<file path="config.mk">
export PLATFORM = sky130hd
export DESIGN_NAME = clk_div_ctrl
export DESIGN_NICKNAME = d
export VERILOG_FILES = /design/src/rtl/clk_div_ctrl_pkg.sv /design/src/rtl/clk_div_ctrl_cnt.sv /design/src/rtl/clk_div_ctrl.sv
export SDC_FILE = /design/constraint.sdc
export NUM_CORES = 1
export LEC_CHECK = 0
export ABC_AREA = 0
export CORE_UTILIZATION = 35
export DETAILED_ROUTE_END_ITERATION = 16
export PLACE_DENSITY = 0.58
export SETUP_SLACK_MARGIN = 0.15
export SLEW_MARGIN = 20
export SYNTH_ARGS = -nofsm -noshare
export SYNTH_HDL_FRONTEND = slang
export SYNTH_SLANG_ARGS = --single-unit
</file>
<file path="constraint.sdc">
create_clock -name clk -period 3 [get_ports clk]
set_clock_uncertainty 0.15 [all_clocks]
set_input_delay 0.45 -clock clk [delete_from_list [all_inputs] [get_ports clk]]
set_output_delay 0.45 -clock clk [all_outputs]
set_load 0.05 [all_outputs]
</file>
<file path="src/rtl/clk_div_ctrl_pkg.sv">
`default_nettype none
// +--------------------------------------------------------------------------+
// | clk_div_ctrl_pkg : shared types and defaults for the clock-enable divider |
// | Revision 1.0                                                              |
// +--------------------------------------------------------------------------+
package clk_div_ctrl_pkg;

    typedef enum logic [1:0] {
        IDLE  = 2'd0,
        RUN   = 2'd1,
        DRAIN = 2'd2
    } ctrl_state_t;

    localparam int CNT_W_DFLT   = 8;
    localparam int DEF_DIV_DFLT = 3;
    localparam int TICKCNT_W    = 16;

endpackage
`default_nettype wire

</file>
<file path="src/rtl/clk_div_ctrl_cnt.sv">
`default_nettype none
// +--------------------------------------------------------------------------+
// | clk_div_ctrl_cnt : period counter, wrap decode, tick and square enable    |
// | Revision 1.0                                                              |
// +--------------------------------------------------------------------------+
module clk_div_ctrl_cnt
    import clk_div_ctrl_pkg::*;
#(
    parameter int CNT_W = CNT_W_DFLT
) (
    input  logic             clk,
    input  logic             reset,
    input  logic             run_i,
    input  logic [CNT_W-1:0] div_cur_i,
    output logic             wrap_o,
    output logic             tick_o,
    output logic             sq_o
);

    logic [CNT_W-1:0] cnt_q;
    logic [CNT_W-1:0] cnt_d;
    logic [CNT_W:0]   half_w;

    // Extra bit keeps (div+1)>>1 exact at the largest divisor.
    assign half_w = ({1'b0, div_cur_i} + {{CNT_W{1'b0}}, 1'b1}) >> 1;

    assign wrap_o = run_i && (cnt_q == (div_cur_i - {{(CNT_W-1){1'b0}}, 1'b1}));
    assign tick_o = run_i && (cnt_q == '0);
    assign sq_o   = run_i && ({1'b0, cnt_q} < half_w);

    always_comb begin
        cnt_d = cnt_q + {{(CNT_W-1){1'b0}}, 1'b1};
        if (!run_i || wrap_o) begin
            cnt_d = '0;
        end
    end

    always_ff @(posedge clk or posedge reset) begin
        if (reset) begin
            cnt_q <= '0;
        end else begin
            cnt_q <= cnt_d;
        end
    end

endmodule
`default_nettype wire

</file>
<file path="src/rtl/clk_div_ctrl.sv">
`default_nettype none
// +--------------------------------------------------------------------------+
// | clk_div_ctrl : programmable tick/square enable divider with config port   |
// | Option macro CLK_DIV_CTRL_TICKCNT_EN adds the tick_cnt output.            |
// | Revision 1.0                                                              |
// +--------------------------------------------------------------------------+
module clk_div_ctrl
    import clk_div_ctrl_pkg::*;
#(
    parameter int CNT_W   = CNT_W_DFLT,
    parameter int DEF_DIV = DEF_DIV_DFLT
) (
    input  logic                 clk,
    input  logic                 reset,
    input  logic                 en,
    input  logic                 cfg_valid,
    input  logic [CNT_W-1:0]     cfg_div,
    output logic                 cfg_ready,
    output logic                 cfg_err,
    output logic                 tick,
    output logic                 sq,
    output logic                 busy,
    output logic [CNT_W-1:0]     div_cur
`ifdef CLK_DIV_CTRL_TICKCNT_EN
    ,
    output logic [TICKCNT_W-1:0] tick_cnt
`endif
);

    localparam logic [CNT_W-1:0] DEF_DIV_L = CNT_W'(DEF_DIV);

    ctrl_state_t      state_q;
    logic [CNT_W-1:0] div_cur_q;
    logic [CNT_W-1:0] div_cur_d;
    logic [CNT_W-1:0] shadow_q;
    logic [CNT_W-1:0] shadow_d;
    logic             shadow_full_q;
    logic             shadow_full_d;
    logic             cfg_err_q;
    logic             run;
    logic             wrap;
    logic             cfg_acc;
    logic             cfg_legal;

    assign run       = (state_q != IDLE);
    assign busy      = run;
    assign cfg_ready = !run || !shadow_full_q;
    assign cfg_acc   = cfg_valid && cfg_ready;
    assign cfg_legal = (cfg_div != '0);
    assign cfg_err   = cfg_err_q;
    assign div_cur   = div_cur_q;

    // While counting, divisor changes only land on a wrap so no period is cut short.
    always_comb begin
        div_cur_d     = div_cur_q;
        shadow_d      = shadow_q;
        shadow_full_d = shadow_full_q;
        if (!run) begin
            if (cfg_acc && cfg_legal) begin
                div_cur_d = cfg_div;
            end
        end else if (wrap) begin
            if (shadow_full_q) begin
                div_cur_d     = shadow_q;
                shadow_full_d = 1'b0;
            end else if (cfg_acc && cfg_legal) begin
                div_cur_d = cfg_div;
            end
        end else if (cfg_acc && cfg_legal) begin
            shadow_d      = cfg_div;
            shadow_full_d = 1'b1;
        end
    end

    always_ff @(posedge clk or posedge reset) begin
        if (reset) begin
            state_q       <= IDLE;
            div_cur_q     <= DEF_DIV_L;
            shadow_q      <= '0;
            shadow_full_q <= 1'b0;
            cfg_err_q     <= 1'b0;
        end else begin
            div_cur_q     <= div_cur_d;
            shadow_q      <= shadow_d;
            shadow_full_q <= shadow_full_d;
            cfg_err_q     <= cfg_acc && !cfg_legal;
            case (state_q)
                IDLE:    if (en) state_q <= RUN;
                RUN:     if (!en) state_q <= DRAIN;
                DRAIN: begin
                    if (en) begin
                        state_q <= RUN;
                    end else if (wrap) begin
                        state_q <= IDLE;
                    end
                end
                default: state_q <= IDLE;
            endcase
        end
    end

    clk_div_ctrl_cnt #(
        .CNT_W (CNT_W)
    ) u_cnt (
        .clk       (clk),
        .reset     (reset),
        .run_i     (run),
        .div_cur_i (div_cur_q),
        .wrap_o    (wrap),
        .tick_o    (tick),
        .sq_o      (sq)
    );

`ifdef CLK_DIV_CTRL_TICKCNT_EN
    logic [TICKCNT_W-1:0] tick_cnt_q;

    always_ff @(posedge clk or posedge reset) begin
        if (reset) begin
            tick_cnt_q <= '0;
        end else if ((state_q == IDLE) && en) begin
            tick_cnt_q <= '0;
        end else if (tick) begin
            tick_cnt_q <= tick_cnt_q + {{(TICKCNT_W-1){1'b0}}, 1'b1};
        end
    end

    assign tick_cnt = tick_cnt_q;
`endif

endmodule
`default_nettype wire
</file>
# Yosys cells after proc, flatten, opt, wreduce, memory -nomap -nowiden
# Index checks and enable logic that the tools add are counted.
[op_classes]
n_addsub = 3
order_cmp = 1
n_eq_ne = 7
mux = 12
bitwise_logic = 1
reduce_logical = 19
[ops]
columns = ["cell", "n"]
rows = [
  ["8-bit two-way mux", 5],
  ["8-bit by 1-bit adder with 9-bit output, second input constant", 1],
  ["8-bit by 1-bit adder with 8-bit output, second input constant", 1],
  ["8-bit == test", 1],
  ["8-bit logical NOT", 1],
  ["8-bit < comparator", 1],
  ["2-bit two-way mux", 4],
  ["8-bit nonzero test", 1],
  ["8-bit by 1-bit subtractor with 8-bit output, second input constant", 1],
  ["1-bit logical AND", 6],
  ["2-bit inequality test, second input constant", 3],
  ["2-bit case mux with 3 select lines", 1],
  ["3-bit AND reduction", 2],
  ["2-bit nonzero test", 2],
  ["1-bit logical NOT", 3],
  ["3-bit by 2-bit inequality test with 1-bit output, second input constant", 1],
  ["2-bit by 1-bit == test with 1-bit output, second input constant", 1],
  ["2-bit == test, second input constant", 1],
  ["2-bit logical NOT", 1],
  ["1-bit logical OR", 2],
  ["1-bit two-way mux", 2],
  ["2-bit AND reduction", 1],
  ["1-bit inverter", 1],
]
[word_totals]
regBits = 28
in_bits = 12
out_inout_bits = 13
word_cells = 49

# Longest topological paths before layout
[logic_depth]
depth_word = 9
mapped_depth = 11
ltp_nobuf = 8

# Modules after synthesis
# A second synthesis with hierarchy kept.
[hier_totals]
hier_cells = 196
hier_area_um2 = 1854.3
[modules_own_cells]
columns = ["module", "n_inst", "cells_each", "area_per_inst_um2", "seq_area_each_um2"]
rows = [
  ["clk_div_ctrl_cnt", 1, 117, 972.2, 200.2],
  ["clk_div_ctrl", 1, 79, 882.1, 503.0],
]

# Least setup slack after synthesis
# No wires, ideal clock.
[synth_timing]
kind = "register to output"
start = "register div_cur_q[1] (netlist: div_cur[1])"
end = "output sq"
arrival_time_ps = 2543
required_ps = 2400
path_slack_ps = -143
path_stages_with_launch = 9
path_buffers = 0
path_cell_list = "dfstp_2 -> ha_1 -> and3_1 -> nand3_1 -> xor2_1 -> ha_1 -> and3_1 -> a2111oi_0 -> o21a_1"
[synth_between]
elab_chain_len = 3
[synth_lines]
columns = ["item", "line_no", "text"]
rows = [
  ["start: declaration", "clk_div_ctrl.sv:33", "logic [CNT_W-1:0] div_cur_q;"],
  ["start signal: assignment", "clk_div_ctrl.sv:83", "div_cur_q <= div_cur_d;"],
  ["8-bit by 1-bit adder with 9-bit output", "clk_div_ctrl_cnt.sv:25", "assign half_w = ({1'b0, div_cur_i} + {{CNT_W{1'b0}}, 1'b1}) >> 1;"],
  ["8-bit < comparator", "clk_div_ctrl_cnt.sv:29", "assign sq_o = run_i && ({1'b0, cnt_q} < half_w);"],
  ["1-bit logical AND", "clk_div_ctrl_cnt.sv:29", ""],
  ["end: declaration", "clk_div_ctrl.sv:21", "output logic sq,"],
]
# No other way between the ends.

# Worst setup path in the final report
# Same ends and word-level chain as after synthesis.

==> run metrics <==
post-synthesis sequential area ratio 36.64%; critical path class register to output pin; part of the power in registers 28.2%; CP startpoint div_cur[1]$_DFFE_PP1N_; initial antenna violation count 0; Port Buf Inserts 24; Rows 26; Reg2Reg Depth 9; CTS clk-pin slew, worst paths 0.09 ns; R2R Path End shadow_q[6]$_DFFE_PP0P_; DRC Markers 0; f_max 334.4 MHz; total grt overflow 0; commonest non-fill, non-tap cell in the layout dfrtp_1; leak pwr 1.087 nW; reg2reg start div_cur[1]$_DFFE_PP1N_; Core ar. 0.005205 mm^2; vias in the first global route 1547; status finished clean; Total GRT Usage 16.85%; largest cells by area after synthesis dfrtp_1 (34%), ha_1 (7.2%), xnor2_1 (5.9%); crit path to sq; Final min period 2.991 ns; reg2reg setup slack 0.38 ns; Clk network pwr share 11.9%; Post-Syn Area 0.001919 mm^2; first-pass GRT wire length 7721 um; commonest cells after routing, fill and taps aside dfrtp_1 (26), clkdlybuf4s50_1 (21), buf_4 (19), nand2_1 (15), xnor2_1 (13); setup TNS 0 ns; Peak VDD IR 0.5176 mV; Area Growth Syn to Fin 30.12%; CTS buffer count 3; clock buffer depth 2; Synth async-reset ratio 100.0%; latest clock arrival within the worst-skew pair 0.27 ns; post-synth top area share 33.90%; final hold violation count 0; EDFF count, synth 0; cell-internal power 0.001369 W; post-DR wirelength/cell 15.05 um; setup violators final 0; placed cells 291; pwr dens 990.1 mW/mm^2; #FFs+latches synth 28; Top FF cell, synth dfrtp_1; total number of vias 1552; RD Place Congestion 0.7539; fill cell count 518; Nets 258; CTS tree yes; Initial Util 36.88%; Total Wirelength 4574 um; DRT iter0 DRCs 92; Max Cap Viol 0; synth warn 0; combinational power share 60.0%; switching power 0.001103 W; Yosys cell types 45; Finished Layout Cells 304; height of the die 76.05 um; leading area contributor after synthesis dfrtp_1; Final Cycle Share 99.69%; H-tree levels 1; IO Pins 25; total die area 0.005784 mm^2; crit path DAT 2.39 ns; Crit. End Element output pin; Die W 76.05 um; Req. time, crit path 2.40 ns; Max Fanout on Critical Path 3; Pins Over Slew Limit 0; RSZ-0062 raised after global routing yes; Sw Share 44.62%; relative slew slack 58.94%; number of vias per cell 5.105; Final HPWL DP 3286 um; layout cell share with drive strength beyond 1 24.36%; cell count after synthesis 199; Tot Pwr 0.002473 W; drt pass-1 iters 4; Worst Tran Pin Value 0.6153 ns; post-synthesis area per instance 9.645 um^2; # clock sinks 28; ANT cells 0; ANT nets after route 0; root buffer cell clkbuf_8; Critical Path Start Type register; Net Count, Synth 222; largest net degree at the start of global routing 18; hold crit path type register to register
[critical path: stages (launching register included)]
cell and delay [ns]:
dfstp_4 0.65, buf_6 0.10, nand4_1 0.10, nor2_1 0.15, xnor2_1 0.09, ha_1 0.31
and3_4 0.17, a2111oi_2 0.20, o21a_2 0.21, buf_12 0.13
[logic make-up after synthesis]
logic type | Yosys count | synth area share (%)
AND/OR/NAND/NOR | 72 | 20.93
AO/OA/AOI/OAI | 35 | 14.02
flip-flops | 28 | 36.64
XOR/XNOR | 23 | 10.89
buffers and inverters | 21 | 5.150
adder cells (fa/ha/maj) | 11 | 7.171
multiplexers | 9 | 5.215
[Yosys cell counts (2+ instances only)]
library cell	instances
a21o_1	4
and2_1	8
xnor2_1	13
clkbuf_1	5
nor3_1	3
nand3_1	12
o22ai_1	8
inv_1	9
ha_1	11
mux2_2	8
nor3b_1	2
nand2_1	15
a21oi_1	10
buf_2	4
dfstp_2	2
nor2_1	7
or4_1	2
buf_4	2
dfrtp_1	26
xor2_1	9
and3_1	15
[per-stage QoR]
stage | area (um^2) | setup slack, ns | util (%) | hold WS [ns]
2_1_floorplan | 1932 | 0.03980 | - | 0.3177
3_3_place_gp | 2275 | 0.09070 | 43.70 | 0.3428
3_5_place_dp | 2275 | 0.08394 | 43.70 | 0.3469
4_1_cts | 2469 | 0.01066 | 47.43 | 0.3649
5_1_grt | 2497 | -0.1120 | 47.98 | 0.3809
6_report | 2497 | 0.009211 | 47.98 | 0.3558
[timing repair]
item / in CTS / in global routing
resized for setup: 10 / 5
setup buffers: 8 / 1
hold buffers: 0 / 0
pin swaps: 7 / 3
endpoints found under the setup margin: 1 / 17
[worst min path at each step]
stage	start	end	slack, ns	cells after the start
after global placement	shadow_q[0]$_DFFE_PP0P_	shadow_q[0]$_DFFE_PP0P_	0.34	1
after floorplan	state_q[0]$_DFFE_PP0P_	state_q[0]$_DFFE_PP0P_	0.32	1
after detailed placement	shadow_q[1]$_DFFE_PP0P_	shadow_q[1]$_DFFE_PP0P_	0.35	1
after CTS	state_q[1]$_DFFE_PP0P_	state_q[0]$_DFFE_PP0P_	0.36	1
final	state_q[1]$_DFFE_PP0P_	state_q[0]$_DFFE_PP0P_	0.36	1
after global routing	shadow_q[1]$_DFFE_PP0P_	shadow_q[1]$_DFFE_PP0P_	0.38	1
[flip-flops by register name (all words and copies together) (netlist names)]
name,count
cfg_err,1
shadow_full_q,1
u_cnt.cnt_q,8
state_q,2
div_cur,8
shadow_q,8
[layout make-up]
class	count	area (um^2)	share of cell area, %
sequential	28	706.9	28.31
multi-input combinational	150	1202	48.15
clock buffer	3	41.29	1.653
timing repair buffer	43	395.4	15.83
clock inverter	1	30.03	1.202
inverter	9	33.78	1.353
tap	70	87.58	3.507
[per-layer routing]
layer  up-vias  global-route usage [%]  part of all wire, %
met5         -                       0                    0
met4         0                   6.346                  1.0
met3         5                   1.677                  3.1
met2        28                   27.64                   48
met1       748                   23.01                   48
li1        771                       -                    -
[power by group through the flow]
stage | clock (W) | combinational, W | sequential (W)
final | 0.000293 | 0.00148 | 0.000696
after global routing | 0.000318 | 0.00161 | 0.000719
after CTS | 0.000301 | 0.00145 | 0.000693
after detailed placement | 0 | 0.00134 | 0.000699
after global placement | 0 | 0.00133 | 0.000698
after floorplan | 0 | 0.000873 | 0.000793
Power figures use the tool's default switching activity.
==> RTL change 1: new RTL, same flow settings <==
Re-encode `ctrl_state_t` (3 states) as one-hot, 3 bits wide.
--- a/src/rtl/clk_div_ctrl_pkg.sv
+++ b/src/rtl/clk_div_ctrl_pkg.sv
@@ -5,10 +5,10 @@
 // +--------------------------------------------------------------------------+
 package clk_div_ctrl_pkg;
 
-    typedef enum logic [1:0] {
-        IDLE  = 2'd0,
-        RUN   = 2'd1,
-        DRAIN = 2'd2
+    typedef enum logic [2:0] {
+        IDLE  = 3'b001,
+        RUN   = 3'b010,
+        DRAIN = 3'b100
     } ctrl_state_t;
 
     localparam int CNT_W_DFLT   = 8;
Function: no difference found for any inputs over 10 cycles, from zero or initial values and one cycle with reset high; not proved beyond that.
==> RTL change 1 against the unedited design <==
Power up 29%; wire length is 5.6% higher; cell area grew 5.2%; hold slack lost 69 ps; synthesized area up 6.5%; combinational power up 34%; register-to-register slack lost 40 ps; sequential cell count is 1 higher; cell count up 2.6%; setup slack better by 15 ps; global-route usage up 0.80 points; utilization down 0.87 points; non-clock buffer count down 4; clock power is 49% higher; critical path type unchanged; largest cell class unchanged.
==> RTL change 1: results (changes against the unedited design) <==
routed.top_layer: "met4"  # unchanged
status: "completed"  # unchanged
cts_resized: 10  # unchanged
peakVddDrop_v: 0.000487  # was 0.000518 V
cts_buffers: 5  # was 3
grt_usage_pct: 17.6  # was 16.8%
detail_route.wl_per_cell_um: 15.5  # was 15.0 um
place.gp.congestion: 0.750  # was 0.754
ys_types: 53  # was 45
grt_max_degree: 21  # was 18
drt_first_iter_violations: 62  # was 92
synthArstFlopShare_pct: 100  # unchanged
swShare_pct: 46.0  # was 44.6%
slew_headroom_pct: 51.5  # was 58.9%
wl_met2_mm: 2.31  # was 2.21 mm
antenna_cells: 0  # unchanged
ys_top_cells_by_area: "dfrtp_1 32%, ha_1 6.7%, mux2_4 5.1%"  # was dfrtp_1 34%, ha_1 7.2%, xnor2_1 5.9%
slowest_delay_ps: 640
use_met1_pct: 24.1  # was 23.0%
routed_wl_mm: 4.83  # was 4.57 mm
dp_cells: 295  # was 291
num_vias: 1603  # was 1552
grt_use_met3_pct: 3.37  # was 1.68%
clock_path_buffers: 2  # unchanged
synth_top_cells_by_count: "26 x dfrtp_1, 14 x and3_1, 12 x xnor2_1"  # was 26 x dfrtp_1, 15 x and3_1, 15 x nand2_1
synth-edff-count: 0  # unchanged
worstSkewPairLatency_ps: 290  # was 270 ps
clock-root-buffer: "clkbuf_8"  # unchanged
power_leakage_nw: 1.15  # was 1.09 nW
ys_seq_area_share_pct: 35.7  # was 36.6%
ys_warn_count: 0  # unchanged
dr.pass1.iters: 4  # unchanged
use_met2_pct: 27.2  # was 27.6%
hp-class: "in2async"  # was reg2reg
cp.arrival_ps: 2380
nNetsFinal: 262  # was 258
hpwl_mm: 3.42  # was 3.29 mm
nFillCells: 554  # was 518
clkTransAtPathRegs_ps: 70  # was 90 ps
h-tree-depth: 2  # was 1
crit_fanout: 4  # was 3
cp_slowest_cell: "dfstp_4"  # unchanged
syn_nets: 226  # was 222
synth_cells: 203  # was 199
route.met3.wl_um: 132  # was 144 um
drive_gt1_share_pct: 25.0  # was 24.4%
grt_pass1_wl_mm: 8.16  # was 7.72 mm
post_cts.repair.setup_buffers: 5  # was 8
m1WireLength_mm: 2.30  # was 2.18 mm
synth-main-ff-cell: "dfrtp_1"  # unchanged
port_buffers: 24  # unchanged
antenna_found_initial: 0  # unchanged
grt_overflow: 0  # unchanged
==> RTL change 1: cell count changes after synthesis, sizes merged, moves of 4 or more <==
cell | unedited run | this run
nor2b | 1 | 6
nand2 | 15 | 4
nand3 | 12 | 8
o21ai | 1 | 9
o22ai | 9 | 0
o2bb2ai | 0 | 9
==> RTL change 1: power groups by stage <==
stage | Clock (mW) | Sequential [mW] | Combinational [mW]
2_1_floorplan | 0 | 0.863 | 1.29
3_3_place_gp | 0 | 0.781 | 1.82
3_5_place_dp | 0 | 0.785 | 1.84
4_1_cts | 0.445 | 0.770 | 1.94
5_1_grt | 0.464 | 0.801 | 2.16
6_report | 0.436 | 0.773 | 1.99
==> RTL change 1: final cells by class <==
| cell class | count | area (um^2) | share of cell area (%) |
|---|---|---|---|
| multi-input combinational | 153 | 1260 | 47.9 |
| inverter | 11 | 41.3 | 1.57 |
| timing repair buffer | 39 | 382 | 14.5 |
| tap | 72 | 90.1 | 3.43 |
| sequential | 29 | 736 | 28.0 |
| clock buffer | 6 | 82.6 | 3.14 |
| clock inverter | 2 | 37.5 | 1.43 |
==> RTL change 1: path summary, 6_finish.rpt <==
kind	start	to	slack, ps	cells after the start
min reg2reg	shadow_full_q$_DFFE_PP0P_	shadow_full_q$_DFFE_PP0P_	360	1
max	div_cur[1]$_DFFE_PP1N_	sq	20	9
min	reset	u_cnt.cnt_q[7]$_DFF_PP0_	290	2
min in group clk	shadow_full_q$_DFFE_PP0P_	shadow_full_q$_DFFE_PP0P_	360	1
max reg2reg	div_cur[1]$_DFFE_PP1N_	u_cnt.cnt_q[1]$_DFF_PP0_	340	9
max in group asynchronous	reset	div_cur[0]$_DFFE_PP1N_	1740	3
==> RTL change 1: kinds of logic (layout without fill, tap and decap cells) <==
logic type	Yosys count	count (layout)	synth area share [%]
multiplexers	7	7	5.14
AO/OA/AOI/OAI	47	47	17.4
buffers and inverters	21	58	5.39
AND/OR/NAND/NOR	68	68	21.1
XOR/XNOR	20	20	8.57
flip-flops	29	29	35.7
adder cells (fa/ha/maj)	11	11	6.74
==> RTL change 1: worst max-delay path, delay by kind of cell (launching register included) <==
kind            cells  cell delay [ps]
compound gates      3              550
xor+xnor            1              180
fa+ha+maj           2              310
buf+inv             1              140
flops               1              640
simple gates        2              270
==> RTL change 1: per-stage QoR <==
stage          setup WS, ps  instance area (um^2)  hold slack, ps  TNS (ps)  utilization, %
6_report               23.9                  2630             286         0            47.1
5_1_grt               -66.0                  2630             319     -66.0            47.1
4_1_cts                20.1                  2580             303         0            46.3
3_5_place_dp            149                  2380             348         0            42.7
3_3_place_gp            188                  2380             346         0            42.7
2_1_floorplan           152                  2060             325         0               -
==> RTL change 2: new RTL, config.mk and constraints unchanged <==
Without the edit above. Change the package constant `CNT_W_DFLT` from 8 to 10.
--- a/src/rtl/clk_div_ctrl_pkg.sv
+++ b/src/rtl/clk_div_ctrl_pkg.sv
@@ -11,7 +11,7 @@
         DRAIN = 2'd2
     } ctrl_state_t;
 
-    localparam int CNT_W_DFLT   = 8;
+    localparam int CNT_W_DFLT   = 10;
     localparam int DEF_DIV_DFLT = 3;
     localparam int TICKCNT_W    = 16;
 
Ports: changed (resized cfg_div and div_cur); port bits go from 25 to 29. The function was not compared with the original's and may differ.
==> RTL change 2 against the unedited design <==
Global-route usage grew 2.7 points; wire length grew 30%; setup slack lost 260 ps; synthesized area grew 17%; die area grew 16%; via count grew 25%; sequential cell count grew 6; largest cell class unchanged; power grew 26%; highest routed layer unchanged; cell area grew 31%; sequential share of layout area shrank 1.9 points; count of clock-buffer cells in the layout grew 2; register-to-register slack lost 600 ps; the flow now finishes with violations (setup timing).
==> RTL change 2: results (changes against the unedited design) <==
power_leakage_nw: 1.35  # was 1.09 nW
synth_most_common_cell: "dfrtp_1"  # unchanged
routed_wl_mm: 5.94  # was 4.57 mm
grt_pass1_vias: 1922  # was 1547
drt_first_iter_violations: 120  # was 92
dp_cells: 343  # was 291
reg2reg_slack_ps: -220  # was 380 ps
ys_top_cells_by_area: "dfrtp_1 36%, ha_1 7.3%, xnor2_1 5.9%"  # was dfrtp_1 34%, ha_1 7.2%, xnor2_1 5.9%
port_buffers: 28  # was 24
ys_types: 50  # was 45
worstSkewPairLatency_ps: 290  # was 270 ps
cp-startpoint: "div_cur[0]$_DFFE_PP1N_"  # was div_cur[1]$_DFFE_PP1N_
status: "finished, violations left"  # was completed
ys_seq_area_share_pct: 38.1  # was 36.6%
hpwl_mm: 4.14  # was 3.29 mm
grt_usage_pct: 19.5  # was 16.8%
grt_pass1_wl_mm: 9.68  # was 7.72 mm
endpoint: "sq"  # unchanged
clock-root-buffer: "clkbuf_8"  # unchanged
syn_nets: 258  # was 222
viasPerCell: 5.31  # was 5.11
synthMuxAreaShare_pct: 2.01  # was 5.22%
fin_cells: 364  # was 304
crit_fanout: 4  # was 3
dr.pass1.iters: 4  # unchanged
m1WireLength_mm: 2.89  # was 2.18 mm
synth_xor_area_share_pct: 10.9  # about the same
layout_setup_ws_ps: -250  # was 9.21 ps
wl_met2_mm: 2.84  # was 2.21 mm
drive_gt1_share_pct: 32.5  # was 24.4%
cts_buffers: 5  # was 3
peakVddDrop_v: 0.000692  # was 0.000518 V
grt_max_degree: 35  # was 18
placedInstanceArea_mm2: 0.00279  # was 0.00227 mm^2
route.met3.wl_um: 134  # was 144 um
nNetsFinal: 315  # was 258
holdPathStages: 1  # unchanged
worstReg2RegEnd: "div_cur[4]$_DFFE_PP0N_"  # was shadow_q[6]$_DFFE_PP0P_
place.gp.congestion: 0.758  # was 0.754
tightest_slew_ps: 501  # was 615 ps
cp.arrival_ps: 2650  # was 2390 ps
nFillCells: 549  # was 518
violations: "setup timing"
setup_violations: 31  # was 0
slowest_delay_ps: 650  # about the same
synthAdderAreaFrac_pct: 7.26  # was 7.17%
reg2reg_depth: 12  # was 9
clock_path_buffers: 2  # unchanged
synth_compound_area_share_pct: 17.2  # was 14.0%
synth_top_cells_by_count: "32 x dfrtp_1, 21 x nor2_1, 16 x nand2_1"  # was 26 x dfrtp_1, 15 x and3_1, 15 x nand2_1
h-tree-depth: 2  # was 1
synth_cells: 231  # was 199
-- RTL change 2: critical path, delay by kind of cell (launching register included) --
| family | cells | cell delay, ps |
|---|---|---|
| fa+ha+maj | 2 | 500 |
| simple gates | 5 | 440 |
| xor+xnor | 1 | 170 |
| buf+inv | 1 | 160 |
| flops | 1 | 650 |
| compound gates | 3 | 440 |
-- RTL change 2: layer usage --
metal | track usage (%) | vias up
met1 | 27.6 | 948
met5 | 0 | -
met4 | 6.32 | 0
met2 | 29.9 | 29
li1 | - | 953
met3 | 3.33 | 4
-- RTL change 2: logic make-up after synthesis --
group                      after synthesis
and+or+nand+nor                         85
DFF                                     34
AOI/OAI and AO/OA                       48
muxes                                    4
buffers and inverters                   19
xor gates and xnor gates                28
adders and majority gates               13
-- RTL change 2: worst min-delay path by stage --
stage	slack [ps]	endpoint	from
floorplan	310	shadow_q[0]$_DFFE_PP0P_	shadow_q[0]$_DFFE_PP0P_
global placement	320	shadow_q[2]$_DFFE_PP0P_	shadow_q[2]$_DFFE_PP0P_
detailed placement	330	shadow_q[0]$_DFFE_PP0P_	shadow_q[0]$_DFFE_PP0P_
CTS	350	shadow_q[0]$_DFFE_PP0P_	shadow_q[0]$_DFFE_PP0P_
global route	380	shadow_q[6]$_DFFE_PP0P_	shadow_q[6]$_DFFE_PP0P_
finish	360	shadow_q[8]$_DFFE_PP0P_	shadow_q[8]$_DFFE_PP0P_
-- RTL change 2: metrics by stage --
step                      setup WS [ps]  TNS, ps
final                              -250    -5930
after global routing               -352    -7570
after CTS                          -229    -3080
after detailed placement           2.87        0
after global placement             57.2        0
after floorplan                   -24.5     -115
-- RTL change 2: power breakdown --
part | switching (mW) | total [mW] | leakage [nW] | internal [mW]
logic | 0.932 | 1.77 | 0.864 | 0.838
clock network | 0.186 | 0.519 | 0.0683 | 0.333
registers | 0.212 | 0.823 | 0.418 | 0.612
-- RTL change 2: cell type report --
cell class,instances,area (um^2),share of cell area (%)
Timing Repair Buffer,60,579,17.7
Clock inverter,3,68.8,2.10
Tap cell,75,93.8,2.86
Inverter,9,36.3,1.11
Sequential cell,34,866,26.4
Clock buffer,5,68.8,2.10
Multi-Input combinational cell,178,1570,47.8
-- RTL change 2: repair_timing --
item                                    4_1_cts  5_1_grt
endpoints found under the setup margin       32       31
gates cloned                                  1        1
hold buffers                                  0        0
gates resized for setup                      18       37
setup buffers                                 7        4
hold endpoints to repair                      0        0
pin swaps                                     7       17
